## src/rtl/cpu_pkg.sv

```systemverilog
// Shared CPU definitions: address width, default return-stack depth,
// link-stack state encoding and fault codes.
package cpu_pkg;

    localparam int AW          = 10;
    localparam int STACK_DEPTH = 8;

    typedef enum logic [1:0] {
        EMPTY  = 2'd0,
        ACTIVE = 2'd1,
        FAULT  = 2'd2
    } ls_state_t;

    localparam logic [1:0] FC_NONE      = 2'b00;
    localparam logic [1:0] FC_OVERFLOW  = 2'b01;
    localparam logic [1:0] FC_UNDERFLOW = 2'b10;

endpackage

```

## src/rtl/link_stack.sv

```systemverilog
// Hardware return-address stack feeding the program counter's return link.
// A call pushes the incremented PC and a return pops it. A call and a return
// in the same cycle replace the top entry (tail call). Overflow and underflow
// freeze the stack in a sticky FAULT state until start.
module link_stack #(
    parameter int DEPTH = cpu_pkg::STACK_DEPTH,
    parameter int AW    = cpu_pkg::AW
) (
    input  logic                       clk,
    input  logic                       start,
    input  logic                       push,
    input  logic                       pop,
    input  logic [AW-1:0]              npc,
    output logic [AW-1:0]              rl,
    output logic [$clog2(DEPTH):0]     depth,
    output logic                       empty,
    output logic                       full,
    output logic                       fault,
    output logic [1:0]                 fault_code
);

    import cpu_pkg::*;

    localparam int IW = $clog2(DEPTH);
    localparam int DW = IW + 1;
    localparam logic [DW-1:0] ONE     = DW'(1);
    localparam logic [DW-1:0] MAX_DEP = DW'(DEPTH);

    ls_state_t       state, state_nxt;
    logic [DW-1:0]   depth_nxt;
    logic [1:0]      code_nxt;
    logic            wr_en;
    logic [IW-1:0]   wr_idx;
    logic [IW-1:0]   top_idx;
    logic [AW-1:0]   entry [DEPTH];

    assign empty   = (depth == '0);
    assign full    = (depth == MAX_DEP);
    assign fault   = (state == FAULT);
    assign top_idx = IW'(depth - ONE);

    // Return link comes only from stored state; masked to zero while empty.
    assign rl = empty ? '0 : entry[top_idx];

    // Next-state, pointer and write decode for call/return strobes.
    always_comb begin
        state_nxt = state;
        depth_nxt = depth;
        code_nxt  = fault_code;
        wr_en     = 1'b0;
        wr_idx    = '0;
        case (state)
            EMPTY, ACTIVE: begin
                if (push && pop && !empty) begin
                    wr_en  = 1'b1;
                    wr_idx = top_idx;
                end else if (push) begin
                    if (full) begin
                        state_nxt = FAULT;
                        code_nxt  = FC_OVERFLOW;
                    end else begin
                        wr_en     = 1'b1;
                        wr_idx    = IW'(depth);
                        depth_nxt = depth + ONE;
                        state_nxt = ACTIVE;
                    end
                end else if (pop) begin
                    if (empty) begin
                        state_nxt = FAULT;
                        code_nxt  = FC_UNDERFLOW;
                    end else begin
                        depth_nxt = depth - ONE;
                        state_nxt = (depth == ONE) ? EMPTY : ACTIVE;
                    end
                end
            end
            default: begin
                // FAULT: everything holds until start.
            end
        endcase
    end

    // Control registers; start overrides any strobe.
    always_ff @(posedge clk) begin
        if (start) begin
            state      <= EMPTY;
            depth      <= '0;
            fault_code <= FC_NONE;
        end else begin
            state      <= state_nxt;
            depth      <= depth_nxt;
            fault_code <= code_nxt;
        end
    end

    // Entry storage; not reset, and never written in a start cycle.
    always_ff @(posedge clk) begin
        if (wr_en && !start) begin
            entry[wr_idx] <= npc;
        end
    end

endmodule

```

## config.mk

```make
export PLATFORM = sky130hd
export DESIGN_NAME = link_stack
export DESIGN_NICKNAME = d
export VERILOG_FILES = /design/src/rtl/cpu_pkg.sv /design/src/rtl/link_stack.sv
export SDC_FILE = /design/constraint.sdc
export NUM_CORES = 1
export LEC_CHECK = 0
export ABC_AREA = 1
export CORE_UTILIZATION = 30
export CTS_CLUSTER_DIAMETER = 200
export DETAILED_ROUTE_END_ITERATION = 12
export GPL_TIMING_DRIVEN = 0
export PLACE_DENSITY_LB_ADDON = 0.3
export SYNTH_ARGS = -nofsm -noshare
export SYNTH_HDL_FRONTEND = slang
export SYNTH_SLANG_ARGS = --single-unit
```

## constraint.sdc

```tcl
create_clock -name clk -period 3 [get_ports clk]
set_input_delay 0.9 -clock clk [delete_from_list [all_inputs] [get_ports clk]]
set_output_delay 0.9 -clock clk [all_outputs]
set_load 0.02 [all_outputs]
```

Yosys cells after proc, flatten, opt, wreduce, memory -nomap -nowiden --
Memory sizes are Yosys's and may differ from the RTL's. Cells that the tools add are included.
Storage, ports and cells: input bits 14, RAM bits 80, register bits 8, latch bits 0, memories 1, bits in read-only memories 0, output and inout port bits 19
Operators by class: divide/modulo/power cells 0, add/subtract/negate cells 2, shift-type cells 0, equal/unequal tests 7, multipliers 0, muxes and demuxes 24, bitwise operators 1, $lt $le $gt $ge 0, reductions and logical operators 13
Memories:
- entry | words 8, bits a word 10, read ports 1, clocked after memory_dff 0, write ports 1, RTL line link_stack.sv:35 | logic [AW-1:0] entry [DEPTH];
Operators by type and width (count):
- $mux W2 | 8
- $mux W4 | 4
- $mux W3 | 4
- $mux W10 | 1
- $reduce_and A5 Y1 | 2
- $mux W1 | 7
- $add A4 B1 Y4 const B | 1
- $eq A4 B1 Y1 const B | 1
- $eq A4 B4 Y1 const B | 1
- $logic_not A4 Y1 | 1
- $ne A2 B2 Y1 const B | 2
- $reduce_bool A2 Y1 | 2
- $sub A4 B1 Y4 const B | 1
- $logic_and A1 B1 Y1 | 3
- $reduce_and A3 Y1 | 1
- $eq A2 B1 Y1 const B | 1
- $eq A2 B2 Y1 const B | 1
- $logic_not A1 Y1 | 2
- $logic_not A2 Y1 | 1
- $ne A2 B1 Y1 const B | 1
- $reduce_or A2 Y1 | 1
- $not A1 Y1 | 1

Longest topological paths before layout --
Gate-level depths: netlist of the first run.
word-level depth 8, depth in mapped cells 11

Worst setup path after synthesis of the first run --
Ideal clock, no wire load.
path kind register to output, from register depth[0], to output rl[2], path slack 0.031 ns, data required time 2.100 ns, data arrival time 2.069 ns, stages on the path, launching flop included 10, path through dfxtp_1 -> buf_4 -> inv_2 -> buf_2 -> ha_1 -> clkbuf_1 -> o21ai_0 -> o21ai_0 -> nor2_1 -> nor2_1
On the way: cells in the longest elaborated chain, start to end 3
Ends and longest elaborated chain:
- start, declared | RTL line link_stack.sv:15 | output logic [$clog2(DEPTH):0] depth,
- start signal, assigned | RTL line link_stack.sv:91 | depth <= depth_nxt;
- $sub A4 B1 Y4
- $mem_v2 Z8 W10
- $mux W10 * | RTL line link_stack.sv:43 | assign rl = empty ? '0 : entry[top_idx];
- end, declared | RTL line link_stack.sv:14 | output logic [AW-1:0] rl,
Every way passes the cells marked *; elsewhere a longest branch is shown, timed or not.

Worst setup path after layout of the first run --
from register depth[1], to output rl[0]
Same word-level chain as after synthesis.

==> flow_summary.json, run 1 <==
{
  "cp_max_fo": 8,
  "grt_remaining_overflow": 0,
  "nets": 420,
  "worst_slew_pin_slew_ps": 663,
  "clkSlewWorstSetupHoldPaths_ps": 60,
  "rsz0062_at_grt": "false",
  "diodes": 0,
  "ys_types": 28,
  "end_kind": "output port",
  "hold_viol": 0,
  "die_area_sq_um": 13200,
  "vdd_drop_max_mv": 0.491,
  "via_per_inst": 4.63,
  "syn_avg_cell_area_sq_um": 10.8,
  "yosys_warnings": 0,
  "wl_per_cell_um": 16.1,
  "drc_errors": 0,
  "min_from": "fault_code[1]$_SDFFE_PP0P_",
  "setup_viol": 0,
  "ctsLongestPathBuffers": 2,
  "wl_um": 9230,
  "finalNonFillerCells": 575,
  "drive_above_1_share": 0.189,
  "syn2layout_area_growth_pct": 26.8,
  "grt_pass1_vias": 2699,
  "dr.pass1.iters": 4,
  "leakage_nw": 1.75,
  "root_buffer": "clkbuf_16",
  "fin_crit_sh": 0.959,
  "cp-startpoint": "depth[1]$_SDFFE_PP0P_",
  "fin_crit_ps": 2880,
  "crit_arrival_ps": 1980,
  "cts.hold.buffers_added": 0,
  "grt_first_pass_wirelength_um": 14200,
  "required_ps": 2100,
  "netlist_instances": 354,
  "ios": 33,
  "core_area_sq_um": 12300,
  "yosys_register_bits": 88,
  "hpwlAfterDp_um": 5960,
  "chipHeight_um": 115,
  "yosysTopAreaCellShare": 0.626,
  "clock-sinks": 88,
  "p_total_mw": 5.73,
  "grt_max_degree": 17,
  "grt_usage": 0.151,
  "vias": 2662,
  "drt_first_iter_violations": 144,
  "fillers": 1180,
  "synth_area_leader_cell": "edfxtp_1",
  "synthesis.nets": 372,
  "drv_cap": 0,
  "initial_core_util": 0.313,
  "clock.fmax_ghz": 0.348,
  "cts_made_buffers": 9,
  "hold_path.class": "reg2reg",
  "clock-skew-final_ps": 6.20,
  "cts_max_level": 3,
  "reg2reg_from": "depth[0]$_SDFFE_PP0P_",
  "netlist_area_sq_um": 3840,
  "num_rows": 40,
  "slew_viol_final": 0,
  "cts_tree": "yes",
  "io_buffers": 32,
  "slew_headroom": 0.557,
  "antenna_found_initial": 0,
  "synth_area_leaders": "edfxtp_1 63%, nor2_1 9.5%, o21ai_0 8.2%",
  "gp_congestion": 0.807,
  "clk_latency_ps": 340,
  "ant_nets": 0,
  "dp.cells": 554,
  "power_density_nw_per_um2": 1180,
  "cp-start-kind": "flop",
  "crit_type": "reg2out",
  "status": "finished, final reports clean",
  "yosysSeqAreaShare": 0.668,
  "die_w_um": 115
}
## synth_stat cells, drive strengths merged
cell / number
a21oi: 8
xnor2: 2
o22ai: 1
a21boi: 1
ha: 4
inv: 15
nand3: 7
edfxtp: 80
nand2: 33
nor2: 100
clkbuf: 5
xor2: 2
buf: 13
dfxtp: 8
nand4: 1
o21ai: 74
## placed cells by master (no fill, tap or decap), drive strengths merged, types with 8 or more instances in the layout
master and count:
nor2 100, edfxtp 80, o21ai 74, nand2 33
buf 26, clkdlybuf4s50 21, inv 18, clkbuf 16
a21oi 8, dfxtp 8
## kinds of logic (layout without fill, tap and decap cells)
logic type / count (synthesis) / in the layout / share of synthesized area
AO/OA/AOI/OAI: 84 / 84 / 0.111
XOR/XNOR: 4 / 4 / 0.0111
adder cells (fa/ha/maj): 4 / 4 / 0.0130
buffers and inverters: 33 / 86 / 0.0408
flip-flops: 88 / 88 / 0.668
AND/OR/NAND/NOR: 141 / 141 / 0.157
## worst max-delay path: stages (launching register included)
cell       delay [ps]
dfxtp_4           390
inv_2              70
ha_4              380
clkbuf_16         180
o21ai_2            50
o21ai_1           160
o21ai_1            90
nor2_1            160
buf_4             170
## area by class of cell
| type | count | area (sq um) | area share |
|---|---|---|---|
| multi-input combinational | 233 | 1170 | 0.241 |
| tap | 168 | 210 | 0.0432 |
| clock buffer | 9 | 225 | 0.0463 |
| inverter | 15 | 63.8 | 0.0131 |
| clock inverter | 7 | 101 | 0.0208 |
| timing repair buffer | 39 | 363 | 0.0746 |
| sequential | 88 | 2570 | 0.528 |
| buffer | 16 | 160 | 0.0329 |
## flip-flops by register name, indices dropped and copies added (netlist names)
name        count
entry          80
fault_code      2
state           2
depth           4
## stage by stage
step	hold slack [ps]	util	TNS, ps	instance area (sq um)	setup WS, ps
finish	467	0.397	0	4860	123
global route	490	0.397	0	4860	3.27
CTS	473	0.396	-198	4850	-70.6
detailed placement	464	0.356	-36740	4370	-901
global placement	452	0.356	-33870	4370	-907
floorplan	438	-	0	3840	31.4
## worst paths after layout
kind                                                    to  slack (ps)  cells after the start
worst max-delay path                                 rl[0]         120                      8
worst min-delay path            fault_code[1]$_SDFFE_PP0P_         470                      2
worst max register to register       entry[0][5]$_DFFE_PP_         760                      7
worst min register to register  fault_code[1]$_SDFFE_PP0P_         470                      2
## metal layers
| metal | vias to the layer above | global-route usage | routed length [um] |
|---|---|---|---|
| met1 | 1271 | 0.185 | 3980 |
| li1 | 1319 | - | - |
| met5 | - | 0 | 0 |
| met2 | 66 | 0.256 | 4650 |
| met4 | 0 | 0.0502 | 94 |
| met3 | 6 | 0.0443 | 513 |
## power breakdown
part | total [mW] | leakage [nW] | internal, mW | switching (mW)
Combinational | 2.95 | 0.797 | 1.16 | 1.79
Sequential | 1.57 | 0.790 | 1.49 | 0.0709
Clock | 1.22 | 0.158 | 0.739 | 0.482
Total | 5.73 | 1.75 | 3.39 | 2.34
## timing repair
action,in CTS,in global routing
hold endpoints to repair,0,0
resized for setup,108,9
pin swaps,11,4
endpoints found under the setup margin,82,30
buffers inserted,5,0
cloned,1,1
Note: power is estimated with default switching activity, not from simulation.
==> inputs of run 2 (changes only) <==
Settings changed: ABC_AREA 1 to 0, RECOVER_POWER set to 100, SLEW_MARGIN set to 40.
==> flow_summary.json, run 2 <==
{
  "status": "finished, final reports clean",
  "cp-start-kind": "flop",
  "gp_congestion": 0.734,
  "ff_latch_area_sq_um": 2570,
  "cts.hold.buffers_added": 0,
  "wl_per_cell_um": 19.4,
  "yosys_warnings": 0,
  "clock-skew-final_ps": 3.35,
  "netlist_instances": 244,
  "fin_crit_ps": 2980,
  "p_clk_frac": 0.174,
  "multi_input_area_sq_um": 1410,
  "combPwrFrac": 0.560,
  "swShare": 0.385,
  "largest_register_ffs": 80,
  "utilization": 0.421,
  "vdd_drop_max_mv": 0.403,
  "chipHeight_um": 115,
  "root_buffer": "clkbuf_16",
  "cts_max_level": 3,
  "synth_area_leader_cell": "edfxtp_1",
  "hold_viol": 0,
  "num_rows": 40,
  "syn_avg_cell_area_sq_um": 15.7,
  "internal-power_mw": 3.58,
  "fin_crit_sh": 0.992,
  "layout_commonest_cell": "edfxtp_1",
  "ios": 33,
  "ant_nets": 0,
  "ys.flop_type": "edfxtp_1",
  "cts_made_buffers": 9,
  "crit_chain": "buf_12 > clkinvlp_4 > ha_2 > buf_6 > xnor2_4 > buf_8 > nand2_2 > a21oi_4 > buf_6",
  "ctsLongestPathBuffers": 2,
  "wl_um": 9190,
  "use_met3": 0.0490,
  "async_flop_share": 0,
  "p_total_mw": 5.82,
  "synth_most_common_cell": "edfxtp_1",
  "hpwlAfterDp_um": 5200,
  "drive_above_1_share": 0.402,
  "core_area_sq_um": 12200,
  "dr.pass1.iters": 6,
  "top_register": "entry",
  "yosys_register_bits": 88,
  "vias": 2308,
  "cts_tree": "yes",
  "clock-sinks": 88,
  "slew_viol_final": 0,
  "end_kind": "output port",
  "die_w_um": 115,
  "diodes": 0,
  "grt_max_degree": 15,
  "fillers": 1135,
  "final_cell_mix": "80 x edfxtp_1, 20 x mux4_2, 20 x nand2_2",
  "cp_max_fo": 7,
  "crit_path_frequent_cell": "buf_6",
  "required_ps": 2100,
  "setup_slack_ps": 24.9,
  "place_ws_ps": -970,
  "cp_slowest_cell": "dfxtp_4",
  "yosysTopAreaCellShare": 0.629,
  "die_area_sq_um": 13200,
  "setup_viol": 0,
  "cpLargestDelayFamily": "buffers and inverters",
  "grt_busiest_layer": "met2",
  "hold_path.class": "reg2reg",
  "nets": 319,
  "via_per_inst": 4.87,
  "grt_remaining_overflow": 0,
  "path_buf_inv": 5,
  "power_density_nw_per_um2": 1130,
  "crit_path_max_incr_delay_ps": 390,
  "leakage_nw": 1.70,
  "netlist_area_sq_um": 3820,
  "grt_use_met1": 0.197,
  "crit_type": "reg2out",
  "io_buffers": 31,
  "antenna_found_initial": 0,
  "drt_first_iter_violations": 137,
  "yosysSeqAreaShare": 0.671,
  "power_switching_mw": 2.24,
  "grt_pass1_vias": 2360,
  "crit_arrival_ps": 2080,
  "clk_latency_ps": 340,
  "drc_errors": 0,
  "worst_slew_pin_slew_ps": 570,
  "clkSlewWorstSetupHoldPaths_ps": 60,
  "synthTopCellsByCount": "80 x edfxtp_1, 26 x nand2_1, 20 x mux4_2, 19 x a21oi_1, 13 x nor2_1",
  "clock.fmax_ghz": 0.336,
  "initial_core_util": 0.313,
  "drv_cap": 0,
  "synthesis.nets": 262,
  "top_regs": "entry (80), depth (4)",
  "ys_types": 44,
  "synth_edf_count": 80,
  "syn2layout_area_growth_pct": 34.7,
  "slew_headroom": 0.616,
  "rsz0062_at_grt": "true",
  "met2_usage": 0.248,
  "synth_area_leaders": "edfxtp_1 63%, mux4_2 12%, dfxtp_1 4.2%",
  "grt_usage": 0.153,
  "seqPwrFrac": 0.266,
  "grt_first_pass_wirelength_um": 14200
}
-- run 2: cell types whose count changed after synthesis, sizes merged, moves of 3 or more --
cell and delta:
or3 +3, nor3 +3, a21oi +11, mux4 +20, a211oi +3, nor2 -87
o21ai -66, and3b +4, nand2 -7, inv -9, clkbuf -4, nand3 -5
-- run 2: per-layer routing --
metal | up-vias | part of all wire
li1 | 1068 | -
met1 | 1171 | 0.45
met2 | 58 | 0.49
met3 | 11 | 0.046
met4 | 0 | 0.012
met5 | - | 0
-- run 2: timing repair --
| item | 4_1_cts | 5_1_grt |
|---|---|---|
| setup endpoints to repair | 92 | 51 |
| cloned | 2 | 0 |
| gates resized for setup | 128 | 12 |
| pin swaps | 14 | 8 |
| buffers inserted | 10 | 5 |
-- run 2: final cells by class --
class / instances / share of cell area
tap: 168 / 0.0409
timing repair buffer: 48 / 0.0963
multi-input combinational: 134 / 0.274
clock inverter: 5 / 0.00632
sequential: 88 / 0.500
buffer: 13 / 0.0321
inverter: 7 / 0.00584
clock buffer: 11 / 0.0452
-- run 2: final timing paths --
check,from,end,slack (ps),depth (start not counted)
setup / recovery,depth[0]$_SDFFE_PP0P_,rl[2],20,9
hold / removal,state[0]$_SDFFE_PP0P_,state[0]$_SDFFE_PP0P_,470,2
setup reg to reg,depth[0]$_SDFFE_PP0P_,entry[2][8]$_DFFE_PP_,140,10
hold reg to reg,state[0]$_SDFFE_PP0P_,state[0]$_SDFFE_PP0P_,470,2
-- run 2: power by group through the flow --
stage	registers, mW	logic [mW]	clock network [mW]
after global routing	1.56	3.47	1.09
after global placement	1.56	2.43	0
after CTS	1.54	3.25	1.03
final	1.55	3.26	1.01
after detailed placement	1.56	2.45	0
after floorplan	1.58	1.64	0
-- run 2: worst min-delay path, stage by stage (launching register included) --
cell and delay [ps]:
dfxtp_1 310, nand2_1 50, a21oi_1 50
-- run 2: kinds of logic (layout without fill, tap and decap cells) --
kind of cell / Yosys count / after routing / synth area share
AO/OA/AOI/OAI: 40 / 40 / 0.0635
XOR/XNOR: 4 / 4 / 0.0111
adder cells (fa/ha/maj): 4 / 4 / 0.0131
buffers and inverters: 22 / 84 / 0.0318
flip-flops: 88 / 88 / 0.671
multiplexers: 22 / 22 / 0.123
AND/OR/NAND/NOR: 64 / 64 / 0.0865
-- run 2: per-stage QoR --
stage	instances	cell area (sq um)	hold slack (ps)	TNS, ps
floorplan	244	3930	436	0
finish	474	5140	467	0
global placement	443	4450	459	-57530
CTS	471	5100	469	-705
global route	474	5140	522	-412
detailed placement	443	4480	460	-32650
==> inputs of run 3 (changes only) <==
Settings changed: REMOVE_ABC_BUFFERS set to 1, SKIP_LAST_GASP set to 1.
==> flow_summary.json, run 3 (synthesis gave the netlist of run 2 again) <==
{
  "status": "complete, but fails checks",
  "violations": "setup timing",
  "utilization": 0.405,
  "top_regs": "entry (80), depth (4)",
  "worst_slew_pin_slew_ps": 814,
  "tns_ps": -216,
  "cts_max_level": 3,
  "layout_commonest_cell": "edfxtp_1",
  "place_ws_ps": -944,
  "power_density_nw_per_um2": 1040,
  "cts_made_buffers": 9,
  "cp-startpoint": "pop",
  "wl_per_cell_um": 17.8,
  "vias": 2265,
  "ant_nets": 0,
  "drive_above_1_share": 0.303,
  "clock.fmax_ghz": 0.331,
  "cp_max_fo": 17,
  "drv_cap": 0,
  "gp_congestion": 0.731,
  "grt_usage": 0.135,
  "largest_register_ffs": 80,
  "r2r_end": "entry[4][3]$_DFFE_PP_",
  "die_area_sq_um": 13200,
  "dr.pass1.iters": 4,
  "diodes": 0,
  "hold_viol": 0,
  "crit_path_max_incr_delay_ps": 900,
  "slew_headroom": 0.454,
  "leakage_nw": 1.65,
  "grt_first_pass_wirelength_um": 12600,
  "core_area_sq_um": 12200,
  "required_ps": 3040,
  "crit_end": "entry[3][9]$_DFFE_PP_",
  "ios": 33,
  "p_total_mw": 5.12,
  "whs_ps": 459,
  "clk_latency_ps": 330,
  "ff2ff_setup_slack_ps": 410,
  "fin_crit_sh": 1.01,
  "rsz0062_at_grt": "true",
  "setup_viol": 15,
  "clock-sinks": 88,
  "root_buffer": "clkbuf_16",
  "setup_slack_ps": -24.7,
  "hpwlAfterDp_um": 4600,
  "cts.hold.buffers_added": 0,
  "top_register": "entry",
  "reg2reg_from": "depth[0]$_SDFFE_PP0P_",
  "die_w_um": 115,
  "crit_type": "in2reg",
  "r2r_cells": 8,
  "end_kind": "flop",
  "final_cell_mix": "80 x edfxtp_1, 26 x nand2_1, 20 x mux4_2",
  "antenna_found_initial": 0,
  "vdd_drop_max_mv": 0.525,
  "syn2layout_area_growth_pct": 29.3,
  "fin_crit_ps": 3020,
  "slew_viol_final": 0,
  "hold_path.class": "reg2reg",
  "wl_um": 8330,
  "clock-skew-final_ps": 7.08,
  "clkSlewWorstSetupHoldPaths_ps": 60,
  "nets": 313,
  "grt_pass1_vias": 2211,
  "cp-start-kind": "input port",
  "io_buffers": 32,
  "initial_core_util": 0.313,
  "ctsLongestPathBuffers": 2,
  "cp_slowest_cell": "dlygate4sd3_1",
  "via_per_inst": 4.84,
  "grt_max_degree": 21,
  "cts_tree": "yes",
  "drt_first_iter_violations": 152,
  "grt_remaining_overflow": 0,
  "chipHeight_um": 115,
  "crit_arrival_ps": 3060,
  "crit_chain": "dlygate4sd3_1 > or3b_1 > o32ai_1 > a31oi_1 > nor2_4 > buf_12",
  "num_rows": 40,
  "drc_errors": 0
}
==> run 3: cell types whose count changed in the layout (fill, tap and decap cells not counted), moves of 5 or more <==
cell      delta
clkbuf_2     +5
a21oi_1      +9
nand2_1     +20
a21oi_4      -9
nand2_2     -20
buf_4        -5
buf_6        -8
==> run 3: worst max-delay path, delay by kind of cell <==
| kind | cells | cell delay (ps) |
|---|---|---|
| buffers and inverters | 2 | 1060 |
| and+or+nand+nor | 2 | 620 |
| AOI/OAI and AO/OA | 2 | 470 |
==> run 3: layout make-up <==
type / instances / area (sq um)
multi-input combinational: 135 / 1290
sequential: 88 / 2570
clock inverter: 7 / 101
timing repair buffer: 53 / 504
inverter: 7 / 32.5
tap: 168 / 210
fill: 1146 / 7270
clock buffer: 9 / 225
timing repair inverter: 1 / 7.51
==> run 3: worst min path at each step <==
stage	from	to	cells past startpoint
after detailed placement	state[0]$_SDFFE_PP0P_	state[0]$_SDFFE_PP0P_	2
after global placement	state[0]$_SDFFE_PP0P_	state[0]$_SDFFE_PP0P_	2
after global routing	state[0]$_SDFFE_PP0P_	state[0]$_SDFFE_PP0P_	2
after floorplan	state[0]$_SDFFE_PP0P_	state[0]$_SDFFE_PP0P_	2
after CTS	state[0]$_SDFFE_PP0P_	state[0]$_SDFFE_PP0P_	2
final	state[0]$_SDFFE_PP0P_	state[0]$_SDFFE_PP0P_	2
==> run 3: stage by stage <==
| step | cells | cell area, sq um |
|---|---|---|
| 6_report | 468 | 4940 |
| 5_1_grt | 468 | 4940 |
| 4_1_cts | 455 | 4820 |
| 3_5_place_dp | 429 | 4290 |
| 3_3_place_gp | 429 | 4260 |
| 2_1_floorplan | 229 | 3720 |
==> run 3: power by group <==
group	switching [mW]	internal [mW]	leakage, nW
sequential	0.0910	1.49	0.790
combinational	1.30	1.04	0.701
clock	0.465	0.739	0.158
total	1.85	3.27	1.65
==> run 3: layer usage <==
layer / up-vias / GRT usage / part of all wire
li1: 1052 / - / -
met1: 1155 / 0.174 / 0.45
met2: 52 / 0.222 / 0.50
met3: 6 / 0.0411 / 0.046
met4: 0 / 0.0355 / 0.0078
met5: - / 0 / 0
==> run 3: what timing repair did <==
| item | in CTS | in global routing |
|---|---|---|
| buffers inserted | 8 | 13 |
| pin swaps | 3 | 8 |
| setup endpoints to repair | 92 | 91 |
| cloned | 2 | 0 |
| resized for setup | 34 | 25 |
